**config.mk**
```make
export PLATFORM = sky130hd
export DESIGN_NAME = fetch_ctrl_flat
export DESIGN_NICKNAME = d
export VERILOG_FILES = /design/src/rtl/fetch_ctrl_if.sv /design/src/rtl/fetch_ctrl.sv /design/src/flat_wrapper.sv
export SDC_FILE = /design/constraint.sdc
export NUM_CORES = 1
export LEC_CHECK = 0
export CORE_MARGIN = 2
export CORE_UTILIZATION = 41
export DETAILED_ROUTE_END_ITERATION = 6
export HOLD_SLACK_MARGIN = 0.12
export PLACE_DENSITY = 0.77
export SYNTH_ARGS = -nofsm -noshare
export SYNTH_HDL_FRONTEND = slang
export SYNTH_SLANG_ARGS = --single-unit
```
**constraint.sdc**
```tcl
create_clock -name clk -period 1.75 [get_ports clk]
set_clock_uncertainty 0.15 [all_clocks]
set_input_delay 0.175 -clock clk [delete_from_list [all_inputs] [get_ports clk]]
set_output_delay 0.175 -clock clk [all_outputs]
set_load 0.03 [all_outputs]
```
**src/rtl/fetch_ctrl_if.sv**
```systemverilog
// rtl/fetch_ctrl_if.sv - fetch-to-decode output stage handshake
interface fetch_ctrl_if #(
    parameter int ADDR_W = 5,
    parameter int DATA_W = 32
);
    logic [DATA_W-1:0] out_instr;
    logic [ADDR_W-1:0] out_pc;
    logic              out_valid;
    logic              out_ready;

    modport master (
        output out_instr,
        output out_pc,
        output out_valid,
        input  out_ready
    );

    modport slave (
        input  out_instr,
        input  out_pc,
        input  out_valid,
        output out_ready
    );
endinterface

```
**src/rtl/fetch_ctrl.sv**
```systemverilog
// rtl/fetch_ctrl.sv - instruction-fetch sequencer with stall, redirect, halt and accept count
module fetch_ctrl #(
    parameter int ADDR_W       = 5,
    parameter int DATA_W       = 32,
    parameter bit HALT_ON_ZERO = 1'b1
) (
    input  logic              clk,
    input  logic              reset,
    input  logic              start,
    output logic [ADDR_W-1:0] imem_addr,
    input  logic [DATA_W-1:0] imem_rdata,
    input  logic              br_taken,
    input  logic [ADDR_W-1:0] br_target,
    output logic              halted,
    output logic [15:0]       fetch_count,
    fetch_ctrl_if.master      dec
);

    typedef enum logic [1:0] {
        S_IDLE = 2'd0,
        S_RUN  = 2'd1,
        S_HALT = 2'd2
    } state_t;

    state_t            state;
    logic [ADDR_W-1:0] pc;
    logic              load;
    logic              zero_word;
    logic              accept;

    assign imem_addr = pc;

    // The output register may refill when empty or when decode drains it this cycle.
    assign load      = !dec.out_valid || dec.out_ready;
    assign zero_word = HALT_ON_ZERO && (imem_rdata == '0);
    assign accept    = dec.out_valid && dec.out_ready && !br_taken;

    always_ff @(posedge clk) begin
        if (reset) begin
            state         <= S_IDLE;
            pc            <= '0;
            dec.out_instr <= '0;
            dec.out_pc    <= '0;
            dec.out_valid <= 1'b0;
            halted        <= 1'b0;
            fetch_count   <= '0;
        end else begin
            // A word flushed by a same-cycle redirect never reaches decode, so it is not counted.
            if (accept && (fetch_count != 16'hFFFF)) begin
                fetch_count <= fetch_count + 16'd1;
            end

            case (state)
                S_IDLE: begin
                    if (br_taken) begin
                        pc    <= br_target;
                        state <= S_RUN;
                    end else if (start) begin
                        state <= S_RUN;
                    end
                end

                S_RUN: begin
                    if (br_taken) begin
                        pc            <= br_target;
                        dec.out_valid <= 1'b0;
                    end else if (load) begin
                        if (zero_word) begin
                            dec.out_valid <= 1'b0;
                            halted        <= 1'b1;
                            state         <= S_HALT;
                        end else begin
                            dec.out_instr <= imem_rdata;
                            dec.out_pc    <= pc;
                            dec.out_valid <= 1'b1;
                            pc            <= pc + ADDR_W'(1);
                        end
                    end
                end

                S_HALT: begin
                    // PC stays on the zero word until software redirects.
                    if (br_taken) begin
                        pc     <= br_target;
                        halted <= 1'b0;
                        state  <= S_RUN;
                    end
                end

                default: begin
                    state         <= S_IDLE;
                    dec.out_valid <= 1'b0;
                    halted        <= 1'b0;
                end
            endcase
        end
    end

endmodule

```
**src/flat_wrapper.sv**
```systemverilog
// flat-port wrapper written by rule: the top's interface ports become plain ports
module fetch_ctrl_flat 
#(
    parameter int ADDR_W       = 5,
    parameter int DATA_W       = 32,
    parameter bit HALT_ON_ZERO = 1'b1
)
  (clk, reset, start, imem_addr, imem_rdata, br_taken, br_target, halted, fetch_count, dec_out_instr, dec_out_pc, dec_out_valid, dec_out_ready);
  fetch_ctrl_if #(.ADDR_W(ADDR_W), .DATA_W(DATA_W)) dec_i ();
  input  logic clk;
  input  logic reset;
  input  logic start;
  output logic [ADDR_W-1:0] imem_addr;
  input  logic [DATA_W-1:0] imem_rdata;
  input  logic br_taken;
  input  logic [ADDR_W-1:0] br_target;
  output logic halted;
  output logic [15:0] fetch_count;
  output wire logic [$bits(dec_i.out_instr)-1:0] dec_out_instr;
  output wire logic [$bits(dec_i.out_pc)-1:0] dec_out_pc;
  output wire logic [$bits(dec_i.out_valid)-1:0] dec_out_valid;
  input wire logic [$bits(dec_i.out_ready)-1:0] dec_out_ready;
  assign dec_out_instr = dec_i.out_instr;
  assign dec_out_pc = dec_i.out_pc;
  assign dec_out_valid = dec_i.out_valid;
  assign dec_i.out_ready = dec_out_ready;
  fetch_ctrl #(.ADDR_W(ADDR_W), .DATA_W(DATA_W), .HALT_ON_ZERO(HALT_ON_ZERO)) u_core (.clk(clk), .reset(reset), .start(start), .imem_addr(imem_addr), .imem_rdata(imem_rdata), .br_taken(br_taken), .br_target(br_target), .halted(halted), .fetch_count(fetch_count), .dec(dec_i));
endmodule
```
; ---- After elaboration in Yosys (flattened, before gate mapping)
; Cells that the tools add are included.
[op_classes]
addsub = 2
n_eq_ne = 11
muxes = 21
n_bitwise = 4
reduce_logical = 15
[op_table]
columns = cell, count
row1 = logical NOT 32 bit, 1
row2 = two-way mux 5 bit, 4
row3 = "adder 16 x 1 -> 16 bit, second input constant", 1
row4 = "inequality test 16 bit, second input constant", 1
row5 = two-way mux 2 bit, 6
row6 = one-hot mux 5 bit (2 select lines), 1
row7 = AND reduction 5 bit, 2
row8 = AND reduction 4 bit, 2
row9 = two-way mux 1 bit, 7
row10 = "inequality test 2 x 1 -> 1 bit, second input constant", 3
row11 = "inequality test 3 bit, second input constant", 2
row12 = one-hot mux 2 bit (3 select lines), 1
row13 = "adder 5 x 1 -> 5 bit, second input constant", 1
row14 = "inequality test 2 bit, second input constant", 2
row15 = NOT 1 bit, 4
row16 = logical AND 1 bit, 3
row17 = "inequality test 3 x 2 -> 1 bit, second input constant", 1
row18 = one-hot mux 1 bit (3 select lines), 1
row19 = "equality test 2 x 1 -> 1 bit, second input constant", 1
row20 = "equality test 2 bit, second input constant", 1
row21 = logical NOT 1 bit, 2
row22 = logical NOT 2 bit, 1
row23 = one-hot mux 1 bit (2 select lines), 1
row24 = AND reduction 2 bit, 1
row25 = other kinds (3), 3
[totals]
register_bits = 62
inputBits = 42
output_inout_bits = 60
elab_cells = 60

; ---- Logic depth before layout (Yosys ltp)
[depth]
ltp_word = 5
ltp_mapped = 7
ltp_nobuf = 6

; ---- Least setup slack after synthesis
; OpenSTA, ideal clock, no wires.
[synth_timing]
path_type = reg2reg
from = register u_core.fetch_count[0]
to = register u_core.fetch_count[2]
setup_time_ps = 128
arrival_ps = 1679
required_time_ps = 1472
path_slack_ps = -207
stages_incl_launch_ff = 7
n_path_buf = 0
synth_period_minus_slack_ps = 1957
path_cell_list = dfxtp_1 ha_1 nand4_1 nor4_2 nor3b_1 xnor2_1 nor2_1
[synth_between]
elab_chain_cells = 2
word_cells_on_any_way = 3
classes_between = 1 x add/sub / 1 x eq/ne / 1 x reduce/logical
[synth_lines]
columns = element, line_no
row1 = "start, declared", fetch_ctrl.sv:15  ; output logic [15:0] fetch_count,
row2 = "start signal, assigned", fetch_ctrl.sv:50  ; fetch_count <= fetch_count + 16'd1;
row3 = branches (longest 2 deep; another with adder 16 x 1 -> 16 bit), -
; Parallel ways; which one is timed is not known.
; A chain may end at the register's enable or synchronous reset.

; ---- Worst setup path after layout
[layout_timing]
from = input br_taken
to = register u_core.fetch_count[13]
[layout_between]
elab_chain_cells = 3
[layout_lines]
columns = element, line_no
row1 = "start, declared", flat_wrapper.sv:15  ; input logic br_taken;
row2 = logical NOT 1 bit, fetch_ctrl.sv:36  ; assign accept = dec.out_valid && dec.out_ready && !br_taken;
row3 = logical AND 1 bit, fetch_ctrl.sv:36
row4 = logical AND 1 bit, fetch_ctrl.sv:49  ; if (accept && (fetch_count != 16'hFFFF)) begin
; No other way between the ends.

==> metrics.md <==
| Metric | Value |
|---|---|
| Routed wire length | `9.11 mm` |
| Fin crit share | `0.977` |
| Minimum clock period after layout | `roughly 1700 ps` |
| Synth Cell Area | `approximately 3000 um2` |
| FMAX | `585 MHz` |
| RSZ-0062 raised after global routing | `true` |
| Most frequent cells in the layout | `nand2b_1, dfxtp_1, clkdlybuf4s50_1` |
| Syn Nets | `370` |
| Detailed placement HPWL | `5.87 mm` |
| Worst EP arrival | `1780 ps` |
| PortBufs | `101` |
| Placed Cells | `548` |
| Routed len/inst | `around 15 um` |
| Fin. Hold Viols | `0` |
| Syn_area_per_cell | `9.19 um2` |
| Initial antenna violation count | `0` |
| Total GRT Usage | `0.209` |
| Slowest cell on the critical path | `clkdlybuf4s50_1` |
| Rows | `31` |
| Clk pin slew, worst setup/hold paths | `60 ps` |
| Max-Cap Viols | `0` |
| Initial Utilization | `0.417` |
| Pre-antenna DRT Iters | `4` |
| Static Leak | `around 2.3 nW` |
| Largest net degree at the start of global routing | `53` |
| Area grow syn2layout | `73.0%` |
| Total gr overflow | `0` |
| Crit path required time | `1820 ps` |
| Pwr dens | `~730 nW/um2` |
| Setup crit end kind | `flip-flop` |
| Most common cell after layout, fill and taps aside | `nand2b_1` |
| Number of global-route vias before repair | `roughly 2.8k` |
| Endpoints failing setup | `0` |
| Share of cells above drive strength 1 | `0.199` |
| Design area | `just over 5000 um2` |
| Layout Cells excl Fill | `roughly 590` |
| Hold crit path type | `primary input to flip-flop` |
| Hold_sp | `imem_rdata[4]` |
| Main synth FF type | `dfxtp_1` |
| DP Worst Slack | `-545 ps` |
| Ant. Diodes | `0` |
| CTS H-Tree Depth | `3` |
| Pwr Total | `3.79 mW` |
| Worst path cell trace | `clkdlybuf4s50_1, nand3b_1, nor4_2, buf_4, nand4_1, xor2_1, nor2_1` |
| Die width | `89.5 um` |
| Max incr delay on CP | `500 ps` |
| Ports | `102` |
| Buf+Inv Stages, Crit Path | `2` |
| Worst slew pin tran | `449 ps` |
| GP Congestion | `0.852` |
| Crit-path leading delay family | `simple AND/OR/NAND/NOR gates` |
| CTS sink count | `62` |
| Synth Register Bits | `62` |
| Worst-skew pair later-pin latency | `between 300 and 400 ps` |
| Final routed DRC violation total | `0` |
| Count of final max-slew check failures | `0` |
| Post-synth cell types | `36` |
| Via-per-instance ratio | `slightly above 5` |
| Reg2reg start | `u_core.fetch_count[1]` |
| CORE AREA | `between 7000 and 8000 um2` |
| Placement Cell Area | `roughly 4400 um2` |
| Startpoint Class | `primary input` |
| YS warnings | `0` |
| Via count | `3,005` |
| Slew HR | `0.700` |
| Critical path peak fanout | `5` |
| Seq/Total Area, Yosys | `0.414` |
| Post-synth ARST share | `0` |
| Die Area | `approximately 8000 um2` |
| First-pass GRT wire length | `13.0 mm` |
| TritonCTS clock tree | `yes` |
| DRT iter0 DRCs | `88` |
| Setup ws final | `40.0 ps` |
| CTS buffer count | `9` |
| Outcome | `finished, final reports clean` |
| Final nets | `532` |
| Setup crit start | `br_taken` |
| Worst VDD drop | `0.437 mV` |
| Die Ht | `89.5 um` |
| Cells after synthesis | `326` |
| Root Driver | `clkbuf_8` |
| Max Root-Sink Buffers | `2` |
| Final ANT Viol Nets | `0` |
| Worst setup path class | `primary input to flip-flop` |
| Post-synth EDFFs | `0` |
-- synth_stat cells, types with 2 or more instances --
cell type   n  area share
buf_2       2      0.0033
xor2_1      6       0.018
buf_6       3       0.011
o32ai_1     4       0.012
nor3b_1     4       0.010
dfxtp_1    62        0.41
and3_1      4      0.0084
a21oi_1     7       0.012
nand3_1     9       0.015
nor2_1     25       0.031
nand4_1     9       0.019
xnor2_1     8       0.023
nand2b_1   78        0.16
nand2_1     8       0.010
o21ai_0     3      0.0050
nor3_1     12       0.020
inv_1       2      0.0025
clkbuf_1   14       0.018
nor4_2      2      0.0084
nor4_1      8       0.017
ha_1        2      0.0084
and4_1      2      0.0058
mux2i_1    39        0.13
-- cells by family after synthesis --
group | count (synthesis) | share of synthesized area
compound gates | 21 | 0.0476
xor+xnor | 14 | 0.0409
fa+ha+maj | 2 | 0.00835
buf+inv | 21 | 0.0347
flops | 62 | 0.414
mux | 39 | 0.130
simple gates | 167 | 0.324
-- path summary, 6_finish.rpt --
check / to / slack [ps] / cells past startpoint
worst min-delay path: u_core.dec.out_instr[4] / 120 / 4
worst max register to register: u_core.fetch_count[12] / 50 / 6
worst max-delay path: u_core.fetch_count[13] / 40 / 7
worst min register to register: u_core.dec.out_instr[30] / 320 / 2
-- worst min-delay path: cells and delay by family --
kind                   cells  cell delay (ps)
AND/OR/NAND/NOR            1               40
multiplexers               1              110
buffers and inverters      2              220
-- power by group --
group	internal (mW)	switching, mW
logic	0.354	0.314
clock network	1.08	0.535
registers	1.46	0.0395
total	2.90	0.889
-- repair_timing --
action | CTS | global route
buffers inserted | 2 | 3
pin swaps | 6 | 10
hold buffers | 0 | 22
endpoints found under the hold margin | 0 | 22
gates resized for setup | 20 | 67
setup endpoints to repair | 67 | 66
cloned | 0 | 1
-- layout make-up --
| cell class | count | area [um2] |
|---|---|---|
| clock buffers | 11 | 131 |
| clock inverters | 4 | 120 |
| fillers | 497 | 1990 |
| inverters | 2 | 7.51 |
| multi-input cells | 243 | 1790 |
| flip-flops and latches | 62 | 1260 |
| well taps | 99 | 124 |
| repair buffers | 170 | 1750 |
-- metrics by stage --
step                hold WS [ps]  TNS (ps)  utilization
floorplan                    180         0            -
global placement             307    -19290        0.616
detailed placement           312    -21770        0.616
CTS                          160     -13.1        0.654
global route                 134     -42.3        0.722
finish                       116         0        0.722
-- flip-flops by register name, indices dropped and copies added, names as in the netlist --
name and cells:
u_core.imem_addr 5, u_core.fetch_count 16, u_core.halted 1, u_core.state 2, u_core.dec.out_pc 5, u_core.dec.out_valid 1, u_core.dec.out_instr 32
-- metal layers --
metal / wire, um / up-vias / part of all wire / GRT usage
li1: - / 1448 / - / -
met3: 395 / 21 / 0.043 / 0.0526
met1: 3730 / 1452 / 0.41 / 0.253
met2: 4730 / 84 / 0.52 / 0.349
met4: 259 / 0 / 0.028 / 0.0950
met5: 0 / - / 0 / 0
Power figures use the tool's default switching activity.
